### config.mk
export PLATFORM = sky130hd
export DESIGN_NAME = cam_lookup_engine_flat
export DESIGN_NICKNAME = d
export VERILOG_FILES = /design/src/rtl/cam_lookup_engine_if.sv /design/src/rtl/cam_lookup_engine.sv /design/src/flat_wrapper.sv
export SDC_FILE = /design/constraint.sdc
export NUM_CORES = 1
export LEC_CHECK = 0
export CORE_MARGIN = 1
export CORE_UTILIZATION = 32
export DETAILED_ROUTE_END_ITERATION = 8
export GPL_ROUTABILITY_DRIVEN = 0
export SYNTH_ARGS = -nofsm -noshare
export SYNTH_HDL_FRONTEND = slang
export SYNTH_SLANG_ARGS = --single-unit
### constraint.sdc
create_clock -name clk_i -period 2.7 [get_ports clk_i]
set_input_delay 0.81 -clock clk_i [delete_from_list [all_inputs] [get_ports clk_i]]
set_output_delay 0.81 -clock clk_i [all_outputs]
set_load 0.05 [all_outputs]
### src/rtl/cam_lookup_engine_if.sv
// cam_lookup_engine_if: groups the request/response handshake and the CAM
// search/write ports of cam_lookup_engine into one bundle.
//   req_*        requester -> engine (valid/ready, op 0=lookup 1=insert, key)
//   rsp_*        engine -> consumer (valid/ready, hit, index, evict)
//   cam_write_*  engine -> CAM write port
//   cam_search_* engine -> CAM search request, CAM -> engine search result
// Modports: slave = engine side, master = requester/CAM side.
interface cam_lookup_engine_if #(
  parameter int WIDTH      = 32,
  parameter int ADDR_WIDTH = 5
);
  logic                  req_valid_i;
  logic                  req_ready_o;
  logic                  req_op_i;
  logic [WIDTH-1:0]      req_key_i;
  logic                  rsp_valid_o;
  logic                  rsp_ready_i;
  logic                  rsp_hit_o;
  logic [ADDR_WIDTH-1:0] rsp_index_o;
  logic                  rsp_evict_o;
  logic                  cam_write_enable_o;
  logic [ADDR_WIDTH-1:0] cam_write_index_o;
  logic [WIDTH-1:0]      cam_write_data_o;
  logic                  cam_search_enable_o;
  logic [WIDTH-1:0]      cam_search_data_o;
  logic                  cam_search_valid_i;
  logic [ADDR_WIDTH-1:0] cam_search_index_i;

  modport slave (
    input  req_valid_i, req_op_i, req_key_i, rsp_ready_i,
           cam_search_valid_i, cam_search_index_i,
    output req_ready_o, rsp_valid_o, rsp_hit_o, rsp_index_o, rsp_evict_o,
           cam_write_enable_o, cam_write_index_o, cam_write_data_o,
           cam_search_enable_o, cam_search_data_o
  );

  modport master (
    output req_valid_i, req_op_i, req_key_i, rsp_ready_i,
           cam_search_valid_i, cam_search_index_i,
    input  req_ready_o, rsp_valid_o, rsp_hit_o, rsp_index_o, rsp_evict_o,
           cam_write_enable_o, cam_write_index_o, cam_write_data_o,
           cam_search_enable_o, cam_search_data_o
  );
endinterface

### src/rtl/cam_lookup_engine.sv
// cam_lookup_engine: accepts one lookup/insert request at a time, searches an
// external CAM, masks stale CAM rows with an engine-owned valid vector and, on
// an insert miss, allocates the lowest free row or evicts round-robin.
// Ports:
//   clk_i  - clock, rising edge
//   rst_i  - asynchronous reset, active low
//   bus    - cam_lookup_engine_if.slave (request, response, CAM search/write)
//   hit_count_o / miss_count_o - 16-bit saturating response counters, present
//   only when the macro CAM_LOOKUP_STATS_EN is defined.
//
// state   | meaning
// IDLE    | ready for a request
// SEARCH  | search enable driven with captured key
// WAIT    | CAM result sampled, hit/allocate decision
// WRITE   | CAM write of key into target row
// RESP    | response held until consumer takes it
module cam_lookup_engine #(
  parameter int WIDTH      = 32,
  parameter int ADDR_WIDTH = 5
) (
  input  logic clk_i,
  input  logic rst_i,
  cam_lookup_engine_if.slave bus
`ifdef CAM_LOOKUP_STATS_EN
  ,
  output logic [15:0] hit_count_o,
  output logic [15:0] miss_count_o
`endif
);

  localparam int DEPTH = 2 ** ADDR_WIDTH;

  typedef enum logic [2:0] {
    ST_IDLE,
    ST_SEARCH,
    ST_WAIT,
    ST_WRITE,
    ST_RESP
  } state_t;

  state_t                state;
  logic                  op_q;
  logic [WIDTH-1:0]      key_q;
  logic [DEPTH-1:0]      valid_q;
  logic [ADDR_WIDTH-1:0] ptr_q;

  logic                  hit;
  logic                  free_found;
  logic [ADDR_WIDTH-1:0] free_idx;
  logic [ADDR_WIDTH-1:0] alloc_idx;

  // A CAM match only counts if the engine itself wrote that row since reset.
  assign hit = bus.cam_search_valid_i & valid_q[bus.cam_search_index_i];

  // Lowest free row: scan from the top so the last assignment wins.
  always_comb begin
    free_found = 1'b0;
    free_idx   = '0;
    for (int i = DEPTH - 1; i >= 0; i--) begin
      if (!valid_q[i]) begin
        free_found = 1'b1;
        free_idx   = ADDR_WIDTH'(i);
      end
    end
  end

  assign alloc_idx = free_found ? free_idx : ptr_q;

  always_ff @(posedge clk_i or negedge rst_i) begin
    if (!rst_i) begin
      state                   <= ST_IDLE;
      op_q                    <= 1'b0;
      key_q                   <= '0;
      valid_q                 <= '0;
      ptr_q                   <= '0;
      bus.req_ready_o         <= 1'b1;
      bus.rsp_valid_o         <= 1'b0;
      bus.rsp_hit_o           <= 1'b0;
      bus.rsp_index_o         <= '0;
      bus.rsp_evict_o         <= 1'b0;
      bus.cam_write_enable_o  <= 1'b0;
      bus.cam_write_index_o   <= '0;
      bus.cam_write_data_o    <= '0;
      bus.cam_search_enable_o <= 1'b0;
      bus.cam_search_data_o   <= '0;
    end else begin
      case (state)
        ST_IDLE: begin
          if (bus.req_valid_i) begin
            op_q                    <= bus.req_op_i;
            key_q                   <= bus.req_key_i;
            bus.req_ready_o         <= 1'b0;
            bus.cam_search_enable_o <= 1'b1;
            bus.cam_search_data_o   <= bus.req_key_i;
            state                   <= ST_SEARCH;
          end
        end
        ST_SEARCH: begin
          bus.cam_search_enable_o <= 1'b0;
          bus.cam_search_data_o   <= '0;
          state                   <= ST_WAIT;
        end
        ST_WAIT: begin
          if (hit) begin
            bus.rsp_hit_o   <= 1'b1;
            bus.rsp_index_o <= bus.cam_search_index_i;
            bus.rsp_evict_o <= 1'b0;
            bus.rsp_valid_o <= 1'b1;
            state           <= ST_RESP;
          end else if (!op_q) begin
            bus.rsp_hit_o   <= 1'b0;
            bus.rsp_index_o <= '0;
            bus.rsp_evict_o <= 1'b0;
            bus.rsp_valid_o <= 1'b1;
            state           <= ST_RESP;
          end else begin
            // Response fields are loaded now; rsp_valid_o follows after WRITE.
            bus.rsp_hit_o          <= 1'b0;
            bus.rsp_index_o        <= alloc_idx;
            bus.rsp_evict_o        <= ~free_found;
            bus.cam_write_enable_o <= 1'b1;
            bus.cam_write_index_o  <= alloc_idx;
            bus.cam_write_data_o   <= key_q;
            state                  <= ST_WRITE;
          end
        end
        ST_WRITE: begin
          valid_q[bus.cam_write_index_o] <= 1'b1;
          if (bus.rsp_evict_o) begin
            ptr_q <= ptr_q + 1'b1;
          end
          bus.cam_write_enable_o <= 1'b0;
          bus.cam_write_index_o  <= '0;
          bus.cam_write_data_o   <= '0;
          bus.rsp_valid_o        <= 1'b1;
          state                  <= ST_RESP;
        end
        ST_RESP: begin
          if (bus.rsp_ready_i) begin
            bus.rsp_valid_o <= 1'b0;
            bus.req_ready_o <= 1'b1;
            state           <= ST_IDLE;
          end
        end
        default: begin
          state <= ST_IDLE;
        end
      endcase
    end
  end

`ifdef CAM_LOOKUP_STATS_EN
  logic rsp_fire;
  assign rsp_fire = (state == ST_RESP) && bus.rsp_ready_i;

  always_ff @(posedge clk_i or negedge rst_i) begin
    if (!rst_i) begin
      hit_count_o  <= '0;
      miss_count_o <= '0;
    end else if (rsp_fire) begin
      if (bus.rsp_hit_o) begin
        if (hit_count_o != 16'hFFFF) hit_count_o <= hit_count_o + 16'd1;
      end else begin
        if (miss_count_o != 16'hFFFF) miss_count_o <= miss_count_o + 16'd1;
      end
    end
  end
`endif

endmodule

### src/flat_wrapper.sv
// flat-port wrapper written by rule: the top's interface ports become plain ports
module cam_lookup_engine_flat 
#(
  parameter int WIDTH      = 32,
  parameter int ADDR_WIDTH = 5
)
  (clk_i, rst_i, bus_req_valid_i, bus_req_op_i, bus_req_key_i, bus_rsp_ready_i, bus_cam_search_valid_i, bus_cam_search_index_i, bus_req_ready_o, bus_rsp_valid_o, bus_rsp_hit_o, bus_rsp_index_o, bus_rsp_evict_o, bus_cam_write_enable_o, bus_cam_write_index_o, bus_cam_write_data_o, bus_cam_search_enable_o, bus_cam_search_data_o);
  cam_lookup_engine_if #(.WIDTH(WIDTH), .ADDR_WIDTH(ADDR_WIDTH)) bus_i ();
  input  logic clk_i;
  input  logic rst_i;
  input wire logic [$bits(bus_i.req_valid_i)-1:0] bus_req_valid_i;
  input wire logic [$bits(bus_i.req_op_i)-1:0] bus_req_op_i;
  input wire logic [$bits(bus_i.req_key_i)-1:0] bus_req_key_i;
  input wire logic [$bits(bus_i.rsp_ready_i)-1:0] bus_rsp_ready_i;
  input wire logic [$bits(bus_i.cam_search_valid_i)-1:0] bus_cam_search_valid_i;
  input wire logic [$bits(bus_i.cam_search_index_i)-1:0] bus_cam_search_index_i;
  output wire logic [$bits(bus_i.req_ready_o)-1:0] bus_req_ready_o;
  output wire logic [$bits(bus_i.rsp_valid_o)-1:0] bus_rsp_valid_o;
  output wire logic [$bits(bus_i.rsp_hit_o)-1:0] bus_rsp_hit_o;
  output wire logic [$bits(bus_i.rsp_index_o)-1:0] bus_rsp_index_o;
  output wire logic [$bits(bus_i.rsp_evict_o)-1:0] bus_rsp_evict_o;
  output wire logic [$bits(bus_i.cam_write_enable_o)-1:0] bus_cam_write_enable_o;
  output wire logic [$bits(bus_i.cam_write_index_o)-1:0] bus_cam_write_index_o;
  output wire logic [$bits(bus_i.cam_write_data_o)-1:0] bus_cam_write_data_o;
  output wire logic [$bits(bus_i.cam_search_enable_o)-1:0] bus_cam_search_enable_o;
  output wire logic [$bits(bus_i.cam_search_data_o)-1:0] bus_cam_search_data_o;
  assign bus_i.req_valid_i = bus_req_valid_i;
  assign bus_i.req_op_i = bus_req_op_i;
  assign bus_i.req_key_i = bus_req_key_i;
  assign bus_i.rsp_ready_i = bus_rsp_ready_i;
  assign bus_i.cam_search_valid_i = bus_cam_search_valid_i;
  assign bus_i.cam_search_index_i = bus_cam_search_index_i;
  assign bus_req_ready_o = bus_i.req_ready_o;
  assign bus_rsp_valid_o = bus_i.rsp_valid_o;
  assign bus_rsp_hit_o = bus_i.rsp_hit_o;
  assign bus_rsp_index_o = bus_i.rsp_index_o;
  assign bus_rsp_evict_o = bus_i.rsp_evict_o;
  assign bus_cam_write_enable_o = bus_i.cam_write_enable_o;
  assign bus_cam_write_index_o = bus_i.cam_write_index_o;
  assign bus_cam_write_data_o = bus_i.cam_write_data_o;
  assign bus_cam_search_enable_o = bus_i.cam_search_enable_o;
  assign bus_cam_search_data_o = bus_i.cam_search_data_o;
  cam_lookup_engine #(.WIDTH(WIDTH), .ADDR_WIDTH(ADDR_WIDTH)) u_core (.clk_i(clk_i), .rst_i(rst_i), .bus(bus_i));
endmodule
* Yosys cells after proc, flatten, opt, wreduce, memory -nomap -nowiden
Cells that the tools add are included.
** Word-level totals
- Bits in registers :: 153
** Cells by class
- Bitwise gates (word level) :: 3
- Equal/unequal tests :: 9
- Add/subtract/negate cells :: 1
- Mux-type cells :: 99
- Reductions and logical operators :: 13
- Order comparisons :: 3
** Operators by type and width (count)
- two-way mux 5 bit :: 37
- one-hot mux 32 bit (2 select lines) :: 2
- two-way mux 32 bit :: 3
- two-way mux 1 bit :: 45
- OR 32 bit :: 1
- one-hot mux 3 bit (5 select lines) :: 1
- < comparator 5 x 6 -> 1 bit (second input constant) :: 2
- two-way mux 3 bit :: 4
- one-hot mux 5 bit (2 select lines) :: 1
- AND reduction 3 bit :: 3
- AND reduction 2 bit :: 4
- equality test 3 x 2 -> 1 bit (second input constant) :: 2
- inequality test 2 bit (second input constant) :: 3
- one-hot mux 1 bit (2 select lines) :: 3
- nonzero test 2 bit :: 3
- adder 5 x 1 -> 5 bit (second input constant) :: 1
- binary-select mux 1 bit (select 5 bit) :: 1
- demux 1 bit (select 5 bit) :: 1
- greater-or-equal comparator 5 x 1 -> 1 bit (second input constant) :: 1
- equality test 3 x 1 -> 1 bit (second input constant) :: 1
- equality test 3 bit (second input constant) :: 1
- logical NOT 3 bit :: 1
- inequality test 3 bit (second input constant) :: 1
- one-hot mux 1 bit (3 select lines) :: 1
- 5 further kinds :: 5

* Logic depth before layout (Yosys ltp)
Gate-level depths: netlist of run 1.
- Depth after elaboration :: 36
- Gate-level depth with buffers :: 11
- Depth with buffers taken out :: 7

* Worst setup path after synthesis of run 1
OpenSTA, ideal clock, no wires.
- Path kind :: input-to-reg
- From :: input port bus_cam_search_index_i[1]
- To :: register u_core.bus.rsp_index_o[3]
- Setup time :: 0.126 ns
- Stages :: 9
- Arrival :: 2.629 ns
- Buffers on the path :: 2
- Required time :: 2.574 ns
- Slack :: -0.055 ns
- Path through :: buf_6 -> buf_12 -> mux2i_1 -> mux4_2 -> a221oi_2 -> a21bo_2 -> nor2_2 -> and3_1 -> a221o_1
** On the way
- Longest elaborated chain between the ends :: 4
** RTL lines
- start, declared :: RTL line flat_wrapper.sv:16 : input wire logic [$bits(bus_i.cam_search_index_i)-1:0] bus_cam_search_index_i;
- binary-select mux 1 bit (select 5 bit) :: RTL line cam_lookup_engine.sv:53 : assign hit = bus.cam_search_valid_i & valid_q[bus.cam_search_index_i];
- two-way mux 1 bit (not written as such) :: RTL line cam_lookup_engine.sv:53
- AND 1 bit :: RTL line cam_lookup_engine.sv:53
- two-way mux 5 bit :: RTL line cam_lookup_engine.sv:104 : if (hit) begin
- end signal, assigned :: RTL line cam_lookup_engine.sv:106 : bus.rsp_index_o <= bus.cam_search_index_i;
- end signal, assigned :: RTL line cam_lookup_engine.sv:119 : bus.rsp_index_o <= alloc_idx;
- end, declared :: RTL line cam_lookup_engine_if.sv:32 : output req_ready_o, rsp_valid_o, rsp_hit_o, rsp_index_o, rsp_evict_o,
Every way passes these cells. The select of a mux whose other input is x is not followed.
A chain may end at the register's enable or synchronous reset.

* Final worst setup path of run 1
- From :: input port bus_cam_search_index_i[1]
- To :: register u_core.bus.cam_write_data_o[27] (netlist bit)
** On the way
- Longest elaborated chain between the ends :: 5
** RTL lines
- binary-select mux 1 bit (select 5 bit) :: RTL line cam_lookup_engine.sv:53
- two-way mux 1 bit (not written as such) :: RTL line cam_lookup_engine.sv:53
- AND 1 bit :: RTL line cam_lookup_engine.sv:53
- inequality test 2 bit (no source line)
- AND reduction 3 bit (no source line)
- end signal, assigned :: RTL line cam_lookup_engine.sv:123 : bus.cam_write_data_o <= key_q;
- end, declared :: RTL line cam_lookup_engine_if.sv:33 : cam_write_enable_o, cam_write_index_o, cam_write_data_o,
Every way passes these cells. The select of a mux whose other input is x is not followed.

==> results of run 1 <==
-- power groups by stage --
stage | Clock (uW) | Sequential [uW] | Combinational, uW
CTS | 2420 | 3600 | 4610
finish | 2370 | 3590 | 4660
detailed placement | 0 | 3610 | 4580
global route | 2510 | 3700 | 4990
global placement | 0 | 3600 | 4500
floorplan | 0 | 5110 | 1420
-- flip-flops by register name, indices dropped and copies added, names as in the netlist --
signal,flops
u_core.bus.rsp_hit_o,1
u_core.ptr_q,5
u_core.bus.rsp_evict_o,1
u_core.state,3
u_core.bus.rsp_index_o,5
u_core.bus.cam_write_data_o,32
u_core.key_q,32
u_core.bus.cam_search_data_o,32
u_core.bus.cam_write_enable_o,1
u_core.bus.cam_search_enable_o,1
u_core.op_q,1
u_core.valid_q,32
u_core.bus.rsp_valid_o,1
u_core.bus.cam_write_index_o,5
u_core.bus.req_ready_o,1
-- critical path: cells and delay by family --
family,cells,cell delay [ps]
buf+inv,4,710
mux,2,580
simple gates,3,450
compound gates,2,320
-- final cells by class --
type	instances	area, sq um	area share, %
inverter	11	41.3	0.473
sequential	153	3830	43.9
clock buffer	18	429	4.92
antenna	1	2.50	0.0287
multi-input combinational	398	2360	27.1
timing repair buffer	154	1580	18.1
clock inverter	14	156	1.79
tap	265	332	3.80
-- cells in the final DEF (no fill, tap or decap), drive strengths merged, types with 4 or more instances in the layout --
master / synthesis / final
nand3: 8 / 8
clkdlybuf4s50: 0 / 115
o21ai: 13 / 13
dlygate4sd2: 0 / 4
inv: 11 / 19
or2: 4 / 4
nand4: 11 / 11
nor2b: 7 / 7
buf: 10 / 31
o21bai: 13 / 13
nor3: 4 / 4
and3: 5 / 5
nor3b: 4 / 4
xnor2: 4 / 4
a21oi: 41 / 41
mux2i: 17 / 17
a221o: 4 / 4
nand2: 159 / 159
dfrtp: 152 / 152
a21o: 21 / 21
nor2: 13 / 13
clkbuf: 21 / 21
mux4: 4 / 4
nand3b: 5 / 5
a22o: 32 / 32
a31oi: 5 / 5
-- kinds of logic (layout without fill, tap and decap cells) --
logic type | after synthesis | after routing | share of synthesized area (%)
buffers and inverters | 42 | 197 | 3.69
AO/OA/AOI/OAI | 144 | 144 | 15.8
adder cells (fa/ha/maj) | 1 | 1 | 0.195
XOR/XNOR | 4 | 4 | 0.547
AND/OR/NAND/NOR | 227 | 227 | 15.7
other | 0 | 1 | 0
multiplexers | 22 | 22 | 4.24
flip-flops | 153 | 153 | 59.8
-- through the flow --
step	instances	hold slack [ps]	setup WS (ps)	power, uW	cell area (sq um)
final	1014	346	183	10600	8730
after global routing	1013	386	38.6	11200	8720
after CTS	1009	358	3.40	10600	8650
after detailed placement	974	463	-591	8190	8010
after global placement	974	461	-551	8100	8010
after floorplan	593	446	-44.0	6530	6420
-- metal layers --
metal / global-route usage, % / vias up / wire [um]
li1: - / 2351 / -
met1: 23.3 / 2493 / 7650
met2: 27.4 / 178 / 7950
met3: 6.93 / 15 / 1540
met4: 5.88 / 0 / 189
met5: 0 / - / 0
-- timing repair --
action / CTS / global route
gates resized for setup: 7 / 5
endpoints found under the setup margin: 42 / 43
pin swaps: 3 / 3
cloned: 1 / 3
buffers inserted: 2 / 1
-- worst min path at each step --
stage | start | end | slack, ps | depth (start not counted)
2_1_floorplan | u_core.ptr_q[4]$_DFFE_PN0P_ | u_core.ptr_q[4]$_DFFE_PN0P_ | 450 | 1
3_3_place_gp | u_core.key_q[5]$_DFFE_PN0P_ | u_core.key_q[5]$_DFFE_PN0P_ | 460 | 2
3_5_place_dp | u_core.key_q[21]$_DFFE_PN0P_ | u_core.key_q[21]$_DFFE_PN0P_ | 460 | 2
4_1_cts | rst_i | u_core.valid_q[12]$_DFFE_PN0P_ | 360 | 1
5_1_grt | rst_i | u_core.valid_q[14]$_DFFE_PN0P_ | 390 | 1
6_report | rst_i | u_core.valid_q[12]$_DFFE_PN0P_ | 350 | 1
==> flow_metrics.env, run 1 <==
export IMPL_outcome="finished clean"
export IMPL_fillers=1848
export IMPL_hold_viol=0
export IMPL_pwr_share_clk_pct=22.3
export IMPL_syn_inst=593
export IMPL_end_kind="register"
export IMPL_cts_tree="yes"
export IMPL_final_setup_tns_ps=0
export IMPL_max_slew_margin_pct=61.2
export IMPL_ys_seq_area_share_pct=59.8
export IMPL_drtIter0Drc=304
export IMPL_synth_ff_type="dfrtp_1"
export IMPL_pwr_share_comb_pct=43.9
export IMPL_drive_gt1_share_pct=11.6
export IMPL_cts_clk_slew_worst_paths_ps=70
export IMPL_final_core_util_pct=44.7
export IMPL_drv_slew=0
export IMPL_syn_avg_cell_area_sq_um=10.8
export IMPL_coreArea_sq_um=19500
export IMPL_start_kind="input pin"
export IMPL_reg2reg_depth=7
export IMPL_drv_cap=0
export IMPL_hold_class="input pin to asynchronous set/reset pin"
export IMPL_numPortBuffers=122
export IMPL_worstPathMaxFanout=8
export IMPL_reg2reg_to="u_core.bus.rsp_index_o[1]$_DFFE_PN0N_"
export IMPL_intPower_uw=6020
export IMPL_syn_area_sq_um=6400
export IMPL_area_growth_pct=36.3
export IMPL_first_global_vias=5196
export IMPL_synth_edf_count=0
export IMPL_cts_buffer_depth=2
export IMPL_fin_crit_sh_pct=93.2
export IMPL_powerDensity_nw_per_um2=1220
export IMPL_cts_buffers_inserted=17
export IMPL_worstMarginPinSlew_ps=583
export IMPL_antenna_left=0
export IMPL_crit_type="input pin to register"
export IMPL_ios=123
export IMPL_r2r_start="u_core.valid_q[21]$_DFFE_PN0P_"
export IMPL_ctsHoldBuffers=0
export IMPL_yosysTopAreaCellShare_pct=59.4
export IMPL_ys_seq_elements=153
export IMPL_synth_fp_nets=637
export IMPL_ir_drop_uv=684
export IMPL_cts_sinks=153
export IMPL_htree_levels=4
export IMPL_vias=5037
export IMPL_grt_start_max_net_pins=62
export IMPL_reg2reg_slack_ps=300
export IMPL_seq_power_share_pct=33.8
export IMPL_final_nets=779
export IMPL_p_sw_uw=4590
export IMPL_die_h_um=143
export IMPL_routed_wirelength_mm=17.3
export IMPL_setup_viol=0
export IMPL_dp_hpwl_mm=12.1
export IMPL_viasPerCell=4.97
export IMPL_max_stage_delay_ps=480
export IMPL_crit_start="bus_cam_search_index_i[1]"
export IMPL_ys_top_cells_by_area="dfrtp_1 59%, nand2_1 9.3%, a22o_1 4.4%"
export IMPL_crit_chain="clkbuf_2, bufbuf_16, buf_4, mux2i_1, mux4_2, a22oi_2, nand2_2, nor2_4, or2_4, clkbuf_16, a22o_1"
export IMPL_ys_async_sr_fraction_pct=100
export IMPL_synthDistinctLibCells=55
export IMPL_crit_path_end="u_core.bus.cam_write_data_o[27]$_DFFE_PN0P_"
export IMPL_switching_share_pct=43.3
export IMPL_period_needed_ps=2520
export IMPL_yosysMostFrequentCell="nand2_1"
export IMPL_start_util_pct=32.8
export IMPL_clk_insertion_delay_late_ps=430
export IMPL_num_rows=51
export IMPL_grt_overflow=0
export IMPL_dr_pass1_iters=6
export IMPL_gr_usage_all_layers_pct=17.9
export IMPL_skew_ps=14.0
export IMPL_cp_arrival_ps=2890
export IMPL_grt_pass1_wl_mm=28.1
export IMPL_die_w_um=143
export IMPL_crit_slowest_cell="mux4_2"
export IMPL_die_area_sq_um=20600
export IMPL_fmax_mhz=397
export IMPL_rsz0062_at_grt="false"
export IMPL_remaining_drc_errors=0
export IMPL_wl_per_cell_um=17.1
export IMPL_antenna_found_initial=1
export IMPL_required_ps=3070
export IMPL_yosysTopAreaCell="dfrtp_1"
export IMPL_p_leak_uw=0.00414
export IMPL_clockRootBuffer="clkbuf_16"
export IMPL_ys_warn_count=0
export IMPL_synthTopCellsByCount="158 x nand2_1, 152 x dfrtp_1, 41 x a21oi_1"
Power figures use the tool's default switching activity.
==> inputs of run 2 (changes only) <==
--- a/config.mk
+++ b/config.mk
@@ -6,9 +6,10 @@
 export NUM_CORES = 1
 export LEC_CHECK = 0
 export CORE_MARGIN = 1
-export CORE_UTILIZATION = 32
+export CORE_UTILIZATION = 52
 export DETAILED_ROUTE_END_ITERATION = 8
 export GPL_ROUTABILITY_DRIVEN = 0
+export PLACE_DENSITY = 0.8
 export SYNTH_ARGS = -nofsm -noshare
 export SYNTH_HDL_FRONTEND = slang
 export SYNTH_SLANG_ARGS = --single-unit
==> flow_metrics.env, run 2 (synthesis gave the netlist of run 1 again) <==
export IMPL_outcome="finished clean"
export IMPL_grt_start_max_net_pins=60
export IMPL_required_ps=1890
export IMPL_dr_pass1_iters=5
export IMPL_end_kind="primary output"
export IMPL_numPortBuffers=122
export IMPL_ctsHoldBuffers=0
export IMPL_viasPerCell=5.89
export IMPL_crit_chain="clkdlybuf4s50_1"
export IMPL_switching_share_pct=42.2
export IMPL_hold_class="input pin to asynchronous set/reset pin"
export IMPL_drtIter0Drc=373
export IMPL_start_util_pct=53.3
export IMPL_die_h_um=113
export IMPL_period_needed_ps=2630
export IMPL_setup_viol=0
export IMPL_fillers=863
export IMPL_final_nets=775
export IMPL_max_slew_margin_pct=54.7
export IMPL_start_kind="register"
export IMPL_p_sw_uw=4450
export IMPL_cts_clk_slew_worst_paths_ps=60
export IMPL_reg2reg_depth=7
export IMPL_fin_crit_sh_pct=97.5
export IMPL_powerDensity_nw_per_um2=1240
export IMPL_die_area_sq_um=12800
export IMPL_dp_hpwl_mm=11.5
export IMPL_first_global_vias=5431
export IMPL_final_cells=890
export IMPL_grt_pass1_wl_mm=27.4
export IMPL_antenna_found_initial=0
export IMPL_remaining_drc_errors=0
export IMPL_post_place_ws_ps=-594
export IMPL_ios=123
export IMPL_cts_sinks=153
export IMPL_clk_insertion_delay_late_ps=420
export IMPL_rsz0062_at_grt="false"
export IMPL_cp_top_family="buffers and inverters"
export IMPL_die_w_um=113
export IMPL_path_buf_inv=1
export IMPL_cts_tree="yes"
export IMPL_antenna_cells=0
export IMPL_num_rows=40
export IMPL_htree_levels=4
export IMPL_worstPathMaxFanout=9
export IMPL_pwr_share_clk_pct=22.6
export IMPL_drv_slew=0
export IMPL_crit_type="register to primary output"
export IMPL_final_cell_mix="158 x nand2_1, 152 x dfrtp_1, 115 x clkdlybuf4s50_1, 41 x a21oi_1, 32 x a22o_1"
export IMPL_cts_buffers_inserted=17
export IMPL_cts_buffer_depth=2
export IMPL_cp_arrival_ps=1820
export IMPL_gr_usage_all_layers_pct=28.4
export IMPL_crit_slowest_cell="clkdlybuf4s50_1"
export IMPL_wl_per_cell_um=19.0
export IMPL_fin_ws_ps=67.6
export IMPL_placed_cells=858
export IMPL_path_depth=1
export IMPL_routed_wirelength_mm=17.0
export IMPL_skew_ps=7.49
export IMPL_coreArea_sq_um=12000
export IMPL_worstMarginPinSlew_ps=674
export IMPL_area_growth_pct=32.9
export IMPL_multi_input_area_sq_um=2370
export IMPL_drive_gt1_share_pct=10.9
export IMPL_p_leak_uw=0.00411
export IMPL_power_total_uw=10500
export IMPL_max_stage_delay_ps=870
export IMPL_pwr_share_comb_pct=43.3
export IMPL_ff_latch_area_sq_um=3830
export IMPL_ir_drop_uv=855
export IMPL_vias=5240
export IMPL_seq_power_share_pct=34.1
export IMPL_antenna_left=0
export IMPL_hold_viol=0
export IMPL_fmax_mhz=380
export IMPL_final_common_cell="nand2_1"
export IMPL_grt_overflow=0
export IMPL_clockRootBuffer="clkbuf_16"
export IMPL_intPower_uw=6100
export IMPL_drv_cap=0
-- run 2: changes by cell type in the layout (fill, tap and decap cells not counted), sizes merged --
cell / previous run / this run
inv: 19 / 14
buf: 31 / 28
clkbuf: 21 / 23
bufinv: 1 / 2
clkdlybuf4s15: 0 / 1
clkinvlp: 2 / 1
diode: 1 / 0
dlygate4sd2: 4 / 3
dlymetal6s2s: 0 / 1
-- run 2: repair_timing --
| action | 4_1_cts | 5_1_grt |
|---|---|---|
| cloned | 1 | 0 |
| setup endpoints to repair | 47 | 4 |
| setup buffers | 0 | 0 |
| resized for setup | 7 | 5 |
| pin swaps | 1 | 2 |
-- run 2: worst paths after layout --
kind	endpoint	slack, ps	start
hold / removal	u_core.valid_q[15]$_DFFE_PN0P_	350	rst_i
setup / recovery	bus_cam_write_index_o[0]	70	u_core.bus.cam_write_index_o[0]$_DFFE_PN0P_
max in group asynchronous	u_core.bus.rsp_index_o[4]$_DFFE_PN0N_	1630	rst_i
min in group clk_i	u_core.key_q[28]$_DFFE_PN0P_	470	u_core.key_q[28]$_DFFE_PN0P_
setup reg to reg	u_core.bus.cam_write_data_o[28]$_DFFE_PN0P_	360	u_core.valid_q[10]$_DFFE_PN0P_
hold reg to reg	u_core.key_q[28]$_DFFE_PN0P_	470	u_core.key_q[28]$_DFFE_PN0P_
-- run 2: area by class of cell --
class	count	area share, %
inverter	11	0.485
clock inverter	9	1.32
tap	147	2.16
multi-input combinational	398	27.9
timing repair buffer	150	17.5
clock buffer	22	5.69
sequential	153	45.0
-- run 2: per-stage QoR --
stage	utilization [%]	instance area [sq um]	TNS (ps)	hold slack, ps
floorplan	-	6420	-868	446
global placement	65.5	7870	-20880	459
detailed placement	65.5	7870	-25390	464
CTS	70.8	8510	0	376
global route	70.9	8510	0	382
finish	70.9	8510	0	352
-- run 2: layer usage --
| metal | GRT usage, % | vias to the layer above | routed length, um |
|---|---|---|---|
| met1 | 34.5 | 2600 | 6620 |
| met5 | 0 | - | 0 |
| met3 | 10.8 | 49 | 1630 |
| li1 | - | 2344 | - |
| met4 | 11.9 | 0 | 396 |
| met2 | 45.7 | 247 | 8300 |
-- run 2: power groups by stage --
stage / sequential, uW / combinational, uW / clock (uW)
after CTS: 3590 / 4590 / 2410
after global placement: 3580 / 4430 / 0
final: 3600 / 4570 / 2380
after global routing: 3670 / 4840 / 2500
after detailed placement: 3600 / 4550 / 0
after floorplan: 5110 / 1420 / 0
